## config.mk

```make
export PLATFORM = sky130hd
export DESIGN_NAME = adbg_lint_arbiter
export DESIGN_NICKNAME = d
export VERILOG_FILES = /design/src/rtl/adbg_lint_arbiter_pkg.sv /design/src/rtl/adbg_lint_arb_fifo.sv /design/src/rtl/adbg_lint_arbiter.sv
export SDC_FILE = /design/constraint.sdc
export NUM_CORES = 1
export LEC_CHECK = 0
export CAP_MARGIN = 20
export CORE_AREA = 5 5 182 184
export DETAILED_ROUTE_END_ITERATION = 16
export DIE_AREA = 0 0 187 189
export PLACE_DENSITY_LB_ADDON = 0.25
export SYNTH_ARGS = -nofsm -noshare
export SYNTH_HDL_FRONTEND = slang
export SYNTH_SLANG_ARGS = --single-unit
```

## constraint.sdc

```tcl
create_clock -name clk_i -period 5.6 [get_ports clk_i]
set_input_delay 0.56 -clock clk_i [delete_from_list [all_inputs] [get_ports clk_i]]
set_output_delay 0.56 -clock clk_i [all_outputs]
set_load 0.01 [all_outputs]
```

## src/rtl/adbg_lint_arbiter_pkg.sv

```systemverilog
// rtl/adbg_lint_arbiter_pkg.sv - shared types for the two-master LINT arbiter
package adbg_lint_arbiter_pkg;

  // Identity of a LINT master; also the value stored in the owner FIFO.
  typedef enum logic {
    MST_0 = 1'b0,
    MST_1 = 1'b1
  } mst_id_e;

  // The master that did not win; it gets priority after a handshake.
  function automatic mst_id_e other_mst(input mst_id_e id);
    return (id == MST_0) ? MST_1 : MST_0;
  endfunction

endpackage

```

## src/rtl/adbg_lint_arb_fifo.sv

```systemverilog
// rtl/adbg_lint_arb_fifo.sv - 1-bit owner-ID FIFO tracking outstanding LINT transactions
module adbg_lint_arb_fifo #(
  parameter int DEPTH = 4
) (
  input  logic                     clk_i,
  input  logic                     rstn_i,
  input  logic                     push_i,
  input  logic                     pop_i,
  input  logic                     din_i,
  output logic                     dout_o,
  output logic                     full_o,
  output logic                     empty_o,
  output logic [$clog2(DEPTH):0]   count_o
);

  localparam int PTR_W = (DEPTH > 1) ? $clog2(DEPTH) : 1;
  localparam int CNT_W = $clog2(DEPTH) + 1;

  logic [DEPTH-1:0] mem_q, mem_d;
  logic [PTR_W-1:0] wr_q, wr_d;
  logic [PTR_W-1:0] rd_q, rd_d;
  logic [CNT_W-1:0] cnt_q, cnt_d;
  logic             do_push;
  logic             do_pop;

  // Pointers wrap at DEPTH so non-power-of-two widths of the index stay safe.
  function automatic logic [PTR_W-1:0] ptr_inc(input logic [PTR_W-1:0] p);
    if (p == PTR_W'(DEPTH - 1)) return '0;
    return p + 1'b1;
  endfunction

  assign full_o  = (cnt_q == CNT_W'(DEPTH));
  assign empty_o = (cnt_q == '0);
  assign count_o = cnt_q;
  assign dout_o  = mem_q[rd_q];

  // Guard against overflow/underflow; the empty check also keeps a same-cycle
  // push from being popped before it is stored.
  assign do_push = push_i && !full_o;
  assign do_pop  = pop_i && !empty_o;

  // Next-state for storage, pointers and occupancy.
  always_comb begin
    mem_d = mem_q;
    wr_d  = wr_q;
    rd_d  = rd_q;
    cnt_d = cnt_q;
    if (do_push) begin
      mem_d[wr_q] = din_i;
      wr_d        = ptr_inc(wr_q);
    end
    if (do_pop) begin
      rd_d = ptr_inc(rd_q);
    end
    case ({do_push, do_pop})
      2'b10:   cnt_d = cnt_q + 1'b1;
      2'b01:   cnt_d = cnt_q - 1'b1;
      default: cnt_d = cnt_q;
    endcase
  end

  // FIFO state registers.
  always_ff @(posedge clk_i or negedge rstn_i) begin
    if (!rstn_i) begin
      mem_q <= '0;
      wr_q  <= '0;
      rd_q  <= '0;
      cnt_q <= '0;
    end else begin
      mem_q <= mem_d;
      wr_q  <= wr_d;
      rd_q  <= rd_d;
      cnt_q <= cnt_d;
    end
  end

endmodule

```

## src/rtl/adbg_lint_arbiter.sv

```systemverilog
// rtl/adbg_lint_arbiter.sv - round-robin arbiter of two LINT masters onto one bus port
module adbg_lint_arbiter
  import adbg_lint_arbiter_pkg::*;
#(
  parameter int ADDR_WIDTH      = 32,
  parameter int DATA_WIDTH      = 64,
  parameter int AUX_WIDTH       = 6,
  parameter int MAX_OUTSTANDING = 4
) (
  input  logic                               clk_i,
  input  logic                               rstn_i,
  input  logic                               m0_req_i,
  input  logic [ADDR_WIDTH-1:0]              m0_add_i,
  input  logic                               m0_wen_i,
  input  logic [DATA_WIDTH-1:0]              m0_wdata_i,
  input  logic [DATA_WIDTH/8-1:0]            m0_be_i,
  input  logic [AUX_WIDTH-1:0]               m0_aux_i,
  input  logic                               m1_req_i,
  input  logic [ADDR_WIDTH-1:0]              m1_add_i,
  input  logic                               m1_wen_i,
  input  logic [DATA_WIDTH-1:0]              m1_wdata_i,
  input  logic [DATA_WIDTH/8-1:0]            m1_be_i,
  input  logic [AUX_WIDTH-1:0]               m1_aux_i,
  output logic                               m0_gnt_o,
  output logic                               m1_gnt_o,
  output logic                               m0_r_valid_o,
  output logic                               m1_r_valid_o,
  output logic [DATA_WIDTH-1:0]              m_r_rdata_o,
  output logic                               m_r_aux_o,
  output logic                               m_r_opc_o,
  output logic                               lint_req_o,
  output logic [ADDR_WIDTH-1:0]              lint_add_o,
  output logic                               lint_wen_o,
  output logic [DATA_WIDTH-1:0]              lint_wdata_o,
  output logic [DATA_WIDTH/8-1:0]            lint_be_o,
  output logic [AUX_WIDTH-1:0]               lint_aux_o,
  input  logic                               lint_gnt_i,
  input  logic                               lint_r_valid_i,
  input  logic [DATA_WIDTH-1:0]              lint_r_rdata_i,
  input  logic                               lint_r_aux_i,
  input  logic                               lint_r_opc_i,
  output logic                               unexp_rsp_o,
  output logic [$clog2(MAX_OUTSTANDING):0]   outstanding_o
);

  mst_id_e rr_q, rr_d;
  logic    unexp_q, unexp_d;
  mst_id_e winner;
  logic    winner_vld;
  logic    handshake;
  logic    rsp_pop;
  logic    fifo_full;
  logic    fifo_empty;
  logic    fifo_head;

  // Pick the requesting master; on contention the preferred one wins.
  always_comb begin
    winner_vld = m0_req_i || m1_req_i;
    if (m0_req_i && m1_req_i) winner = rr_q;
    else if (m1_req_i)        winner = MST_1;
    else                      winner = MST_0;
  end

  // Request channel: forward the winner's payload, idle pattern otherwise.
  // Gating with rstn_i keeps the bus idle for the whole reset window even if
  // masters keep requesting.
  always_comb begin
    lint_req_o   = rstn_i && winner_vld && !fifo_full;
    lint_add_o   = '0;
    lint_wen_o   = 1'b1;
    lint_wdata_o = '0;
    lint_be_o    = '0;
    lint_aux_o   = '0;
    if (lint_req_o) begin
      if (winner == MST_1) begin
        lint_add_o   = m1_add_i;
        lint_wen_o   = m1_wen_i;
        lint_wdata_o = m1_wdata_i;
        lint_be_o    = m1_be_i;
        lint_aux_o   = m1_aux_i;
      end else begin
        lint_add_o   = m0_add_i;
        lint_wen_o   = m0_wen_i;
        lint_wdata_o = m0_wdata_i;
        lint_be_o    = m0_be_i;
        lint_aux_o   = m0_aux_i;
      end
    end
  end

  // Grant goes only to the winner, and only when the request is really issued.
  always_comb begin
    handshake = lint_req_o && lint_gnt_i;
    m0_gnt_o  = handshake && (winner == MST_0);
    m1_gnt_o  = handshake && (winner == MST_1);
  end

  // Response routing: the oldest owner ID receives r_valid; data is broadcast.
  always_comb begin
    rsp_pop      = rstn_i && lint_r_valid_i && !fifo_empty;
    m0_r_valid_o = rsp_pop && (fifo_head == MST_0);
    m1_r_valid_o = rsp_pop && (fifo_head == MST_1);
    m_r_rdata_o  = lint_r_rdata_i;
    m_r_aux_o    = lint_r_aux_i;
    m_r_opc_o    = lint_r_opc_i;
  end

  // Next-state for priority pointer and the unexpected-response flag.
  always_comb begin
    rr_d    = handshake ? other_mst(winner) : rr_q;
    unexp_d = lint_r_valid_i && fifo_empty;
  end

  // Arbiter state registers.
  always_ff @(posedge clk_i or negedge rstn_i) begin
    if (!rstn_i) begin
      rr_q    <= MST_0;
      unexp_q <= 1'b0;
    end else begin
      rr_q    <= rr_d;
      unexp_q <= unexp_d;
    end
  end

  assign unexp_rsp_o = unexp_q;

  adbg_lint_arb_fifo #(
    .DEPTH (MAX_OUTSTANDING)
  ) u_owner_fifo (
    .clk_i   (clk_i),
    .rstn_i  (rstn_i),
    .push_i  (handshake),
    .pop_i   (rsp_pop),
    .din_i   (winner == MST_1),
    .dout_o  (fifo_head),
    .full_o  (fifo_full),
    .empty_o (fifo_empty),
    .count_o (outstanding_o)
  );

endmodule

```

* Yosys cells after proc, flatten, opt, wreduce, memory -nomap -nowiden *
Index checks and enable logic that the tools add are counted.

operators by class
  magnitude comparators = 3
  reduce and logical (&&, ||, !) cells = 19
  mux-type cells = 27
  multiply operators = 0
  divide/modulo/power cells = 0
  shift-type cells = 0
  $add $sub $neg = 4
  equality and inequality tests = 5
  bitwise gates (word level) = 2

operators by type and width
  operator                                                               count
  64-bit two-way mux                                                     2
  32-bit two-way mux                                                     2
  8-bit two-way mux                                                      2
  1-bit logical AND                                                      14
  6-bit two-way mux                                                      2
  1-bit two-way mux                                                      11
  2-bit two-way mux                                                      4
  2-bit == test, second input constant                                   3
  2-bit by 3-bit < comparator with 1-bit output, second input constant   2
  3-bit case mux with 2 select lines                                     1
  2-bit by 1-bit adder with 2-bit output, second input constant          2
  4-bit bitwise mux                                                      1
  3-bit by 1-bit adder with 3-bit output, second input constant          1
  3-bit == test, second input constant                                   1
  3-bit logical NOT                                                      1
  3-bit by 1-bit subtractor with 3-bit output, second input constant     1
  1-bit binary-select mux with 2-bit select                              1
  1-bit demux with 2-bit select                                          1
  2-bit by 1-bit == test with 1-bit output, second input constant        1
  2-bit by 1-bit >= comparator with 1-bit output, second input constant  1
  1-bit logical NOT                                                      2
  1-bit inverter                                                         2
  2-bit nonzero test                                                     1
  1-bit logical OR                                                       1

word-level totals
  bits of input ports = 294
  bits in latches = 0
  ROM bits = 0
  memories = 0
  logic and storage cells = 66
  output and inout bits = 186
  flip-flop bits (word level) = 13
  RAM bits = 0

* Longest topological paths before layout *
Gate-level depths: netlist of run 1.

  word-level depth = 7
  gate-level depth with buffers = 8
  gate-level depth less buffers = 7

* Cells and area by module *
Synthesis of run 1 repeated with hierarchy kept, for this count alone.

second synthesis, totals
  cell total of the unflattened synthesis = 534
  area, all modules = 4146.5 sq um

modules (own cells, without submodules)
  module              cells an instance  instances  area an instance (sq um)  sequential area each (sq um)
  adbg_lint_arbiter   477                1          3513.4                    50.0
  adbg_lint_arb_fifo  57                 1          633.1                     275.3

* Worst setup path before layout of run 1 *
No wires, ideal clock.

  path kind = flip-flop to flip-flop
  start = register u_owner_fifo.cnt_q[0] (netlist: u_owner_fifo.count_o[0])
  end = register u_owner_fifo.cnt_q[1] (netlist: u_owner_fifo.count_o[1])
  setup time = 125 ps
  path buffers = 1
  slack = 3451 ps
  data required time = 5475 ps
  cell stages (with the launch flop) = 7
  arrival = 2024 ps
  clock period less this slack = 2149 ps
  cells stage by stage = dfrtp_1 -> or3b_1 -> buf_2 -> nand2_1 -> ha_1 -> fa_1 -> mux2_2

between the ends
  longest elaborated chain between the ends = 7
  elaborated cells on any way between the ends = 15
  classes of those cells = 2 x add/sub; 3 x eq/ne; 1 x mux; 9 x reduce/logical

RTL lines
  what                                                                       RTL line                                           RTL
  from (decl)                                                                adbg_lint_arb_fifo.sv:22                           logic [CNT_W-1:0] cnt_q, cnt_d;
  from (signal assigned)                                                     adbg_lint_arb_fifo.sv:73                           cnt_q <= cnt_d;
  3-bit == test                                                              adbg_lint_arb_fifo.sv:32                           assign full_o = (cnt_q == CNT_W'(DEPTH));
  1-bit logical NOT                                                          adbg_lint_arb_fifo.sv:39, adbg_lint_arbiter.sv:68
  1-bit logical AND                                                          adbg_lint_arbiter.sv:68                            lint_req_o = rstn_i && winner_vld && !fifo_full;
  1-bit logical AND                                                          adbg_lint_arbiter.sv:93                            handshake = lint_req_o && lint_gnt_i;
  1-bit logical AND                                                          adbg_lint_arb_fifo.sv:39                           assign do_push = push_i && !full_o;
  2-bit by 1-bit == test with 1-bit output or 2-bit == test (tied branches)  adbg_lint_arb_fifo.sv:55                           case ({do_push, do_pop})
  3-bit case mux with 2 select lines *                                       adbg_lint_arb_fifo.sv:55
  net u_owner_fifo.cnt_d[1]                                                  adbg_lint_arb_fifo.sv:22

Mark *: on every way through the listed nets, which the timed path passes. The rest lies on a longest branch.
A chain may end at the register's enable or synchronous reset.

* Worst setup path after layout of run 1 *
  start = input port m0_req_i
  end = output port lint_wdata_o[61]

between the ends
  longest elaborated chain between the ends = 4
  elaborated cells on any way between the ends = 7
  classes of those cells = 3 x mux; 4 x reduce/logical

RTL lines
  what                                                     RTL line                                          RTL
  from (decl)                                              adbg_lint_arbiter.sv:12                           input logic m0_req_i,
  1-bit logical AND or 1-bit logical OR (tied branches)    adbg_lint_arbiter.sv:59, adbg_lint_arbiter.sv:58
  1-bit two-way mux or 1-bit logical AND (tied branches)   adbg_lint_arbiter.sv:59, adbg_lint_arbiter.sv:68
  64-bit two-way mux or 1-bit logical AND (tied branches)  adbg_lint_arbiter.sv:75, adbg_lint_arbiter.sv:68
  64-bit two-way mux *                                     adbg_lint_arbiter.sv:74                           if (lint_req_o) begin
  to (decl)                                                adbg_lint_arbiter.sv:34                           output logic [DATA_WIDTH-1:0] lint_wdata_o,

Every way passes the cells marked *; elsewhere a longest branch is shown, timed or not.

==> results of run 1 <==
-- worst reg2reg max path, cell delays in order (launching register included) --
cell	delay [ps]
dfrtp_1	460
or3b_1	550
nand2_1	300
ha_1	260
fa_1	420
mux2_2	270
-- sequential cells by signal (all words and copies together) (netlist names) --
signal and flops:
u_owner_fifo.wr_q 2, u_owner_fifo.rd_q 2, rr_q 1, unexp_rsp_o 1
u_owner_fifo.mem_q 4, u_owner_fifo.count_o 3
-- placed cells by master, fill, tap and decap left out --
master           netlist  layout
a21o_1                 1       1
a21oi_1              110     110
and2b_4                0       1
buf_12                 0       2
buf_4                 66      12
clkbuf_1              56       1
clkbuf_16              0       3
clkdlybuf4s50_1        0     346
clkinv_2               0       2
dfrtp_1               13      12
dfrtp_4                0       1
fa_1                   1       1
ha_1                   6       6
inv_1                  7       5
mux2_2                 9       9
mux4_2                 1       1
nand2_1                1       1
nand3_1                4       4
nor2_1                 6       6
nor2b_1                1       1
nor3_1                 1       1
nor4b_1                1       1
o211a_1                1       1
o211ai_1             111     111
o211ai_4               0       1
o21ai_0              112     112
o311ai_2               1       1
or3b_1                 1       1
xnor2_1                2       2
xor2_1                 1       1
-- metal layers --
metal	vias up	part of all wire [%]	global-route usage (%)
met4	0	3.2	3.47
met2	277	46	18.9
met1	2267	42	14.2
met5	-	0	0
met3	38	8.7	3.95
li1	2387	-	-
-- synthesized netlist by cell type, types with 2 or more instances --
cell type,number
dfrtp_1,13
a21oi_1,110
buf_4,66
nor2_1,6
buf_8,10
buf_2,8
nand3_1,4
ha_1,6
mux2_2,9
inv_1,7
o21ai_0,112
xnor2_1,2
clkbuf_1,56
o211ai_1,111
-- per-stage QoR --
step | worst slack, ps | hold WS [ps]
finish | 1700 | 501
floorplan | 3450 | 264
detailed placement | 1670 | 492
global route | 1530 | 503
global placement | 1630 | 492
CTS | 1630 | 502
-- worst min path at each step --
stage                     startpoint                     to  slack (ps)  cells after the start
6_report       u_owner_fifo.mem_q[2]  u_owner_fifo.mem_q[2]         500                      1
3_3_place_gp   u_owner_fifo.mem_q[2]  u_owner_fifo.mem_q[2]         490                      1
5_1_grt        u_owner_fifo.mem_q[2]  u_owner_fifo.mem_q[2]         500                      1
2_1_floorplan                 rstn_i                   rr_q         260                      0
3_5_place_dp   u_owner_fifo.mem_q[2]  u_owner_fifo.mem_q[2]         490                      1
4_1_cts        u_owner_fifo.mem_q[2]  u_owner_fifo.mem_q[2]         500                      1
-- cells by family (layout without fill, tap and decap cells) --
group | Yosys count | after routing
buffers and inverters | 147 | 371
multiplexers | 10 | 10
XOR/XNOR | 3 | 3
flip-flops | 13 | 13
AND/OR/NAND/NOR | 16 | 16
adder cells (fa/ha/maj) | 7 | 7
AO/OA/AOI/OAI | 337 | 337
-- power breakdown --
group	internal, uW	switching, uW
Combinational	537	519
Clock	96.3	42.0
Sequential	141	118
Total	774	679
-- final cells by class --
class,instances,share of cell area [%]
clock buffer,4,1.15
inverter,7,0.419
multi-input combinational,373,33.9
sequential,13,4.79
tap,402,7.33
timing repair buffer,360,52.4
==> metrics.json, run 1 <==
{
  "run_status": "finished clean",
  "worst-path-buf-inv": 4,
  "postSynthCellCount": 533,
  "worst_ep_arrival_time_ps": 3340,
  "finalInstanceArea_mm2": 0.00686,
  "pwr_density_cell_mw_per_mm2": 212,
  "synthXorXnorAreaFrac_pct": 0.737,
  "cts_htree_levels": 1,
  "async_reset_ff_share_pct": 100,
  "slowest_delay_ps": 730,
  "inst_count_dp": 1155,
  "via_count": 4969,
  "drt-pass1-iter-count": 4,
  "critical_path.reg2reg.startpoint": "u_owner_fifo.count_o[0]",
  "row_count": 65,
  "tritoncts": "built",
  "root_buffer": "clkbuf_16",
  "die-height_um": 189,
  "critical_path_required_ps": 5040,
  "synth-adder-area-share_pct": 2.67,
  "area_enclosed_by_the_die_boundary_mm2": 0.0353,
  "critPathLaunch": "m0_req_i",
  "cts-buffers-inserted": 3,
  "power.total_uw": 1450,
  "post-dp-hpwl_um": 16400,
  "synth-warning-count": 0,
  "postCtsHoldBufs": 0,
  "max_slew.worst_pin.slew_ps": 910,
  "track_usage_pct": 11.5,
  "hold_viol_final": 0,
  "register_bit_total_from_synthesis": 13,
  "crit_top_cell": "clkdlybuf4s50_1",
  "worst_path_dominant_cell_family": "buffers and inverters",
  "path_depth": 6,
  "dpl-instance-area_mm2": 0.00678,
  "place_congestion": 0.728,
  "worst_setup_hold_path_clk_slew_ps": 50,
  "final_setup_vio_count": 0,
  "final-instance-count-excl-fill": 1159,
  "die_width_um": 187,
  "final_max_slew_viol_count": 0,
  "synthToLayoutAreaGrowth_pct": 92.5,
  "n_antenna_cell": 0,
  "detail_route.wl_per_cell_um": 19.3,
  "critical_path.slowest_cell": "clkinv_2",
  "clkSinkCount": 13,
  "end_kind": "output pin",
  "routed_wirelength_um": 22300,
  "grt_first_pass_wirelength_um": 32700,
  "initial_cell_density_of_the_core_pct": 11.4,
  "classification_of_the_worst_slack_hold_path": "flip-flop to flip-flop",
  "r2r.worst_path.cells": 5,
  "grt_start_max_net_pins": 74,
  "post_drt_via_cell_ratio": 4.29,
  "synth.area.top_cells": "o211ai_1 (23%), o21ai_0 (16%), a21oi_1 (15%)",
  "timing.final.crit_share_pct": 69.6,
  "cts-resized-gates": 0,
  "largest_family_of_logic_cells_by_synthesized_area": "compound AO/OA/AOI/OAI gates",
  "drt-initial-drc-count": 206,
  "fraction_of_layout_cells_with_a_size_suffix_above_1_pct": 4.36,
  "grt_overflow": 0,
  "muxShareOfSynthArea_pct": 3.47,
  "coreArea_mm2": 0.0312,
  "worst_setup_path_endpoint": "lint_wdata_o[61]",
  "ctsLongestPathBuffers": 2,
  "synth_area_in_compound_gates_pct": 55.8,
  "clkLatencyLatePin_ps": 240,
  "synth-simple-area-share_pct": 2.32,
  "count_of_flip_flops_with_a_built_in_enable_after_synthesis": 0,
  "fmax_mhz": 257,
  "mappedNetlistNets": 834,
  "antenna_violations_before_repair": 0,
  "crit_chain": "clkdlybuf4s50_1, clkinv_2, buf_12, o211ai_1, a21oi_1, clkdlybuf4s50_1",
  "cell_type_with_the_largest_total_area_after_synthesis": "o211ai_1",
  "grt_pass1_vias": 5111,
  "final_period_minus_worst_setup_slack_ps": 3900,
  "crit-reg2reg-capture": "u_owner_fifo.count_o[1]",
  "max_rail_drop_vdd_v": 0.000178,
  "setup.worst_path.start_class": "primary input",
  "cellLeakagePower_uw": 0.00214,
  "remaining_drc_errors": 0,
  "finalNetCount": 1059,
  "netlist_area_mm2": 0.00357,
  "setup_repair_after_global_routing_missed_its_margin": "no",
  "area.sequential_um2": 329,
  "synthDistinctLibCells": 27,
  "fillerInstances": 3486,
  "port_buffers": 347,
  "finalCoreUtilization_pct": 22.0,
  "synth_top_area_share_pct": 23.4,
  "multiInputGateArea_mm2": 0.00233,
  "worst-r2r-setup-slack_ps": 3220,
  "headroom_to_the_max_slew_limit_pct": 39.3,
  "yosysSeqAreaShare_pct": 9.12,
  "timing.clock.skew_ps": 1.73,
  "synth_area_per_cell_um2": 6.69,
  "synthFlopType": "dfrtp_1",
  "timing.setup.critical_path_class": "primary input to output pin",
  "io_pins": 480,
  "number_of_post_cts_setup_repair_buffers": 0,
  "drtAntennaViolNets": 0,
  "drv_cap": 0,
  "finalSetupTns_ps": 0,
  "path_max_fanout": 58
}
(Power assumes the default switching activity.)
==> run 2, diff against run 1 <==
CORE_AREA = 5 5 184 186   (was 5 5 182 184)
DIE_AREA = 0 0 189 191   (was 0 0 187 189)
clock period = 3.7 ns   (was 5.6 ns; I/O delays follow)
==> run 2 against run 1 <==
- clock power increased by 45%
- via count barely moved
- clock skew barely moved
- combinational power increased by 62%
- power grew 52%
- core utilization is 0.39 points lower
- first-iteration DRC count increased by 4.4%
- cell count is 0.60% higher
- flip-flop and latch count stayed put
- worst setup slack got worse by 980 ps
- critical endpoint is now lint_add_o[28]
==> metrics.json, run 2 (synthesis gave the netlist of run 1 again) <==
{
  "commonest_cells_after_routing_fill_and_taps_aside": "clkdlybuf4s50_1 (346), o21ai_0 (112), o211ai_1 (111)",
  "clkSinkCount": {"value": 13, "change": "unchanged"},
  "initial_cell_density_of_the_core": {"value": 11.1, "unit": "%", "change": "-0.32 points"},
  "max_rail_drop_vdd": {"value": 0.000425, "unit": "V", "change": "+140%"},
  "coreArea": {"value": 0.0321, "unit": "mm2", "change": "+2.9%"},
  "final_max_slew_viol_count": {"value": 0, "change": "unchanged"},
  "fillerInstances": {"value": 3565, "change": "+2.3%"},
  "final_common_cell": "clkdlybuf4s50_1",
  "multiInputGateArea": {"value": 0.00233, "unit": "mm2", "change": "unchanged"},
  "worst-path-buf-inv": {"value": 3, "change": "-1"},
  "grt_pass1_vias": {"value": 5100, "change": "-0.22%"},
  "routed_wirelength": {"value": 22600, "unit": "um", "change": "+1.2%"},
  "setup_repair_after_global_routing_missed_its_margin": "no",
  "critical_path_required": {"value": 3330, "unit": "ps", "change": "-1710 ps"},
  "cts-buffers-inserted": {"value": 3, "change": "unchanged"},
  "crit_chain": "clkdlybuf4s50_1, and2b_4, buf_4, o21ai_0, a21oi_1, clkdlybuf4s50_1",
  "setup_slack": {"value": 727, "unit": "ps", "change": "-976 ps"},
  "post-dp-hpwl": {"value": 16900, "unit": "um", "change": "+3.0%"},
  "io_pins": {"value": 480, "change": "unchanged"},
  "postCtsHoldBufs": {"value": 0, "change": "unchanged"},
  "drtAntennaViolNets": {"value": 0, "change": "unchanged"},
  "slowest_delay": {"value": 590, "unit": "ps", "change": "-140 ps"},
  "path_max_fanout": {"value": 53, "change": "-8.6%"},
  "run_status": "finished clean",
  "port_buffers": {"value": 347, "change": "unchanged"},
  "ctsLongestPathBuffers": {"value": 2, "change": "unchanged"},
  "grt_start_max_net_pins": {"value": 113, "change": "+53%"},
  "number_of_post_cts_setup_repair_buffers": {"value": 0, "change": "unchanged"},
  "dpl-instance-area": {"value": 0.00685, "unit": "mm2", "change": "+1.0%"},
  "synthToLayoutAreaGrowth_pct": 94.5,
  "finalNetCount": {"value": 1059, "change": "unchanged"},
  "worst_setup_hold_path_clk_slew": {"value": 40, "unit": "ps", "change": "about the same"},
  "critical_path.slowest_cell": "clkdlybuf4s50_1",
  "hold_viol_final": {"value": 0, "change": "unchanged"},
  "post_drt_via_cell_ratio": {"value": 4.27, "change": "-0.52%"},
  "root_buffer": "clkbuf_16",
  "setup.worst_path.start_class": "primary input",
  "registers.top_by_ff_count": "u_owner_fifo.mem_q",
  "classification_of_the_worst_slack_hold_path": "flip-flop to flip-flop",
  "min_from": "u_owner_fifo.mem_q[2]",
  "final_setup_vio_count": {"value": 0, "change": "unchanged"},
  "end_kind": "output pin",
  "max_slew.worst_pin.slew": {"value": 675, "unit": "ps", "change": "-235 ps"},
  "final_period_minus_worst_setup_slack_ps": 2970,
  "via_count": {"value": 4973, "change": "+0.080%"},
  "timing.final.crit_share_pct": 80.3,
  "fmax_mhz": 336,
  "timing.clock.skew": {"value": 1.39, "unit": "ps", "change": "-0.336 ps"},
  "grt_overflow": {"value": 0, "change": "unchanged"},
  "crit_top_cell": "clkdlybuf4s50_1",
  "largest_reg_flops": {"value": 4, "change": "unchanged"},
  "critPathLaunch": "m0_req_i",
  "row_count": {"value": 66, "change": "+1.5%"},
  "die-height": {"value": 191, "unit": "um", "change": "+1.1%"},
  "remaining_drc_errors": {"value": 0, "change": "unchanged"},
  "worst_path_dominant_cell_family": "buffers and inverters",
  "cts_htree_levels": {"value": 1, "change": "unchanged"},
  "cellLeakagePower": {"value": 0.00216, "unit": "uW", "change": "+1.1%"},
  "worst_ep_arrival_time": {"value": 2600, "unit": "ps", "change": "-740 ps"},
  "pwr_density_cell": {"value": 318, "unit": "mW/mm2", "change": "+50%"},
  "antenna_violations_before_repair": {"value": 2, "change": "+2"},
  "area.sequential": {"value": 329, "unit": "um2", "change": "unchanged"},
  "timing.setup.critical_path_class": "primary input to output pin",
  "fraction_of_layout_cells_with_a_size_suffix_above_1": {"value": 4.36, "unit": "%", "change": "unchanged"},
  "grt_first_pass_wirelength": {"value": 32500, "unit": "um", "change": "-0.76%"},
  "drv_cap": {"value": 0, "change": "unchanged"},
  "detail_route.wl_per_cell": {"value": 19.4, "unit": "um", "change": "+0.62%"},
  "place_congestion": {"value": 0.704, "change": "-3.3%"},
  "track_usage": {"value": 11.2, "unit": "%", "change": "-0.25 points"},
  "drt-pass1-iter-count": {"value": 4, "change": "unchanged"},
  "clkLatencyLatePin": {"value": 240, "unit": "ps", "change": "about the same"},
  "preCtsSetupSlack": {"value": 711, "unit": "ps", "change": "-960 ps"},
  "finalSetupTns": {"value": 0, "unit": "ps", "change": "unchanged"},
  "cts-resized-gates": {"value": 0, "change": "unchanged"},
  "area_enclosed_by_the_die_boundary": {"value": 0.0361, "unit": "mm2", "change": "+2.1%"},
  "headroom_to_the_max_slew_limit": {"value": 55.0, "unit": "%", "change": "+16 points"},
  "finalInstanceArea": {"value": 0.00694, "unit": "mm2", "change": "+1.1%"},
  "critical_path.reg2reg.startpoint": "u_owner_fifo.count_o[0]",
  "drt-initial-drc-count": {"value": 215, "change": "+4.4%"},
  "die_width": {"value": 189, "unit": "um", "change": "+1.1%"},
  "tritoncts": "built"
}
-- run 2: power breakdown --
group          switching [uW]  internal [uW]  leakage [uW]
sequential               74.6            215      0.000157
clock                    55.1            145     0.0000382
combinational             877            838       0.00197
total                    1010           1200       0.00216
-- run 2: layer usage --
layer	GRT usage (%)	part of all wire, %	wire (um)	up-vias
li1	-	-	-	2395
met4	2.86	2.3	524	2
met3	4.24	9.3	2100	38
met5	0	0.049	11	-
met1	12.4	38	8500	2304
met2	20.4	51	11500	234
-- run 2: path summary, 6_finish.rpt --
check	to	slack (ps)	depth (start not counted)
hold reg to reg	u_owner_fifo.mem_q[2]	500	1
setup / recovery	lint_add_o[28]	730	6
max in group asynchronous	rr_q	2920	2
min in group asynchronous	rr_q	580	2
setup reg to reg	u_owner_fifo.count_o[1]	1290	5
hold / removal	u_owner_fifo.mem_q[2]	500	1
-- run 2: layout make-up --
| class | count | share of cell area [%] |
|---|---|---|
| inverters | 7 | 0.415 |
| flip-flops and latches | 13 | 4.74 |
| clock buffers | 4 | 1.14 |
| well taps | 408 | 7.36 |
| repair buffers | 360 | 52.7 |
| multi-input cells | 373 | 33.6 |
| diodes | 1 | 0.0361 |
-- run 2: stage by stage --
stage,utilization [%],hold WS (ps),std cells,power [uW]
floorplan,-,74.4,533,1220
global placement,21.3,496,1161,2030
detailed placement,21.3,494,1161,2010
CTS,21.6,504,1165,2230
global route,21.6,526,1166,2370
finish,21.6,499,1166,2210
==> run 3, diff against run 2 <==
clock period = 2.52 ns   (was 3.7 ns; I/O delays follow)
==> run 3 against run 2 <==
- count of clock-buffer cells in the layout is the same
- clock skew up 2.7 ps
- via count is 4.4% higher
- flip-flop and latch count did not move
- routed wire length rose by 7.9%
- power up 62%
- core utilization grew 1.7 points
- sequential power grew 36%
- non-clock buffer count grew 33
- global-route usage grew 0.38 points
- worst setup slack lost 680 ps
- register-to-register slack got worse by 1000 ps
- largest power group unchanged
==> metrics.json, run 3 (synthesis gave the netlist of run 1 again) <==
{
  "run_status": "finished clean",
  "critical_path.reg2reg.startpoint": "u_owner_fifo.count_o[0]",
  "worst_setup_hold_path_clk_slew": {"value": 50, "unit": "ps", "change": "about the same"},
  "timing.clock.skew": {"value": 4.06, "unit": "ps", "change": "+2.67 ps"},
  "worst-path-buf-inv": {"value": 3, "change": "unchanged"},
  "drv_cap": {"value": 0, "change": "unchanged"},
  "critical_path.slowest_cell": "clkdlybuf4s50_1",
  "drtAntennaViolNets": {"value": 0, "change": "unchanged"},
  "finalInstanceArea": {"value": 0.00748, "unit": "mm2", "change": "+7.8%"},
  "grt_overflow": {"value": 0, "change": "unchanged"},
  "commonest_cells_after_routing_fill_and_taps_aside": "clkdlybuf4s50_1 (301), o21ai_0 (112), o211ai_1 (111)",
  "place_congestion": {"value": 0.771, "change": "+9.5%"},
  "drt-initial-drc-count": {"value": 124, "change": "-42%"},
  "path_max_fanout": {"value": 21, "change": "-60%"},
  "synthToLayoutAreaGrowth_pct": 110,
  "final_period_minus_worst_setup_slack_ps": 2470,
  "path_depth": {"value": 6, "change": "unchanged"},
  "worst_path_dominant_cell_family": "buffers and inverters",
  "hold_viol_final": {"value": 0, "change": "unchanged"},
  "clkSinkCount": {"value": 13, "change": "unchanged"},
  "drt-pass1-iter-count": {"value": 4, "change": "unchanged"},
  "root_buffer": "clkbuf_16",
  "grtUsageMet2": {"value": 20.9, "unit": "%", "change": "+0.57 points"},
  "coreArea": {"value": 0.0321, "unit": "mm2", "change": "unchanged"},
  "die-height": {"value": 191, "unit": "um", "change": "unchanged"},
  "io_pins": {"value": 480, "change": "unchanged"},
  "post_drt_via_cell_ratio": {"value": 4.33, "change": "+1.6%"},
  "postCtsHoldBufs": {"value": 0, "change": "unchanged"},
  "area_enclosed_by_the_die_boundary": {"value": 0.0361, "unit": "mm2", "change": "unchanged"},
  "dpl-instance-area": {"value": 0.00719, "unit": "mm2", "change": "+4.9%"},
  "cellLeakagePower": {"value": 0.00308, "unit": "uW", "change": "+42%"},
  "detail_route.wl_per_cell": {"value": 20.4, "unit": "um", "change": "+5.0%"},
  "antenna_violations_before_repair": {"value": 0, "change": "-2"},
  "timing.final.crit_share_pct": 98.2,
  "critical_path_required": {"value": 2270, "unit": "ps", "change": "-1060 ps"},
  "final-instance-count-excl-fill": {"value": 1198, "change": "+2.7%"},
  "routed_wirelength": {"value": 24400, "unit": "um", "change": "+7.9%"},
  "registers.top_by_ff_count": "u_owner_fifo.mem_q",
  "critPathLaunch": "rr_q",
  "finalNetCount": {"value": 1092, "change": "+3.1%"},
  "track_usage": {"value": 11.6, "unit": "%", "change": "+0.38 points"},
  "max_rail_drop_vdd": {"value": 0.000378, "unit": "V", "change": "-11%"},
  "grtUsageMet3": {"value": 3.41, "unit": "%", "change": "-0.82 points"},
  "fmax_mhz": 404,
  "grt_start_max_net_pins": {"value": 58, "change": "-49%"},
  "pwr_density_cell": {"value": 479, "unit": "mW/mm2", "change": "+51%"},
  "post-dp-hpwl": {"value": 17900, "unit": "um", "change": "+6.5%"},
  "grt_first_pass_wirelength": {"value": 33400, "unit": "um", "change": "+2.8%"},
  "worst_setup_path_endpoint": "lint_wdata_o[56]",
  "final_common_cell": "clkdlybuf4s50_1",
  "cts_htree_levels": {"value": 1, "change": "unchanged"},
  "slowest_delay": {"value": 550, "unit": "ps", "change": "-40 ps"},
  "ctsLongestPathBuffers": {"value": 2, "change": "unchanged"},
  "largest_reg_flops": {"value": 4, "change": "unchanged"},
  "max_slew.worst_pin.slew": {"value": 510, "unit": "ps", "change": "-164 ps"},
  "crit_top_cell": "buf_12",
  "gr-usage-met1": {"value": 13.3, "unit": "%", "change": "+0.90 points"},
  "headroom_to_the_max_slew_limit": {"value": 65.9, "unit": "%", "change": "+11 points"},
  "remaining_drc_errors": {"value": 0, "change": "unchanged"},
  "final_max_slew_viol_count": {"value": 0, "change": "unchanged"},
  "classification_of_the_worst_slack_hold_path": "flip-flop to flip-flop",
  "crit-reg2reg-capture": "u_owner_fifo.count_o[2]",
  "worst-r2r-setup-slack": {"value": 260, "unit": "ps", "change": "-1030 ps"},
  "setup.worst_path.start_class": "flip-flop",
  "fraction_of_layout_cells_with_a_size_suffix_above_1": {"value": 8.48, "unit": "%", "change": "+4.1 points"},
  "port_buffers": {"value": 347, "change": "unchanged"},
  "end_kind": "output pin",
  "initial_cell_density_of_the_core": {"value": 11.1, "unit": "%", "change": "unchanged"},
  "row_count": {"value": 66, "change": "unchanged"},
  "n_antenna_cell": {"value": 0, "change": "-1"},
  "whs": {"value": 503, "unit": "ps", "change": "+4.28 ps"},
  "inst_count_dp": {"value": 1189, "change": "+2.4%"},
  "via_count": {"value": 5190, "change": "+4.4%"},
  "crit_chain": "and2b_4, buf_12, buf_12, o21ai_0, a21oi_1, clkdlybuf4s50_1",
  "tritoncts": "built",
  "grt.busiest_layer": "met2",
  "clkLatencyLatePin": {"value": 240, "unit": "ps", "change": "about the same"},
  "finalSetupTns": {"value": 0, "unit": "ps", "change": "unchanged"},
  "die_width": {"value": 189, "unit": "um", "change": "unchanged"},
  "grt_pass1_vias": {"value": 5259, "change": "+3.1%"},
  "cts-buffers-inserted": {"value": 3, "change": "unchanged"},
  "timing.setup.critical_path_class": "flip-flop to output pin",
  "worst_ep_arrival_time": {"value": 2220, "unit": "ps", "change": "-380 ps"},
  "r2r.worst_path.cells": {"value": 8, "change": "+3"},
  "final_setup_vio_count": {"value": 0, "change": "unchanged"}
}
run 3: area by class of cell:
class | instances | area [um2]
multi-input cells | 373 | 2330
well taps | 408 | 510
inverters | 7 | 28.8
fillers | 3581 | 24600
flip-flops and latches | 13 | 329
clock buffers | 4 | 78.8
repair buffers | 393 | 4200
run 3: worst reg2reg max path, cell delays in order, from the launching register on:
cell and delay [ps]:
dfrtp_1 380, buf_4 170, o311ai_2 510, inv_1 90, ha_1 260, fa_1 390
xnor2_1 160, nor2_1 60, xor2_1 140
run 3: routing by layer:
layer  wire, um  part of all wire, %
met5          0                    0
met2      12000                   49
met3       2080                  8.5
met4        730                  3.0
met1       9550                   39
run 3: power breakdown:
part | internal [uW] | switching, uW | leakage (uW)
Clock | 213 | 88.0 | 0.0000382
Combinational | 1460 | 1430 | 0.00288
Sequential | 317 | 77.8 | 0.000157
run 3: worst min path at each step:
stage                            endpoint  slack [ps]                   from  cells after the start
CTS                 u_owner_fifo.mem_q[3]         500  u_owner_fifo.mem_q[3]                      1
detailed placement  u_owner_fifo.mem_q[3]         490  u_owner_fifo.mem_q[3]                      1
finish              u_owner_fifo.mem_q[3]         500  u_owner_fifo.mem_q[3]                      1
global route              m_r_rdata_o[40]         500     lint_r_rdata_i[40]                      0
global placement    u_owner_fifo.mem_q[3]         490  u_owner_fifo.mem_q[3]                      1
floorplan                            rr_q         -40                 rstn_i                      0
run 3: metrics by stage:
stage	total power, uW	utilization [%]	setup slack (ps)
global route	3850	23.3	-16.5
finish	3580	23.3	46.2
CTS	3530	22.6	3.66
floorplan	1800	-	371
detailed placement	3200	22.4	71.8
global placement	3200	22.4	47.3
run 3: what timing repair did:
item | CTS | global route
setup endpoints to repair | 40 | 33
gates resized for setup | 3 | 43
cloned | 0 | 3
buffers inserted | 0 | 2
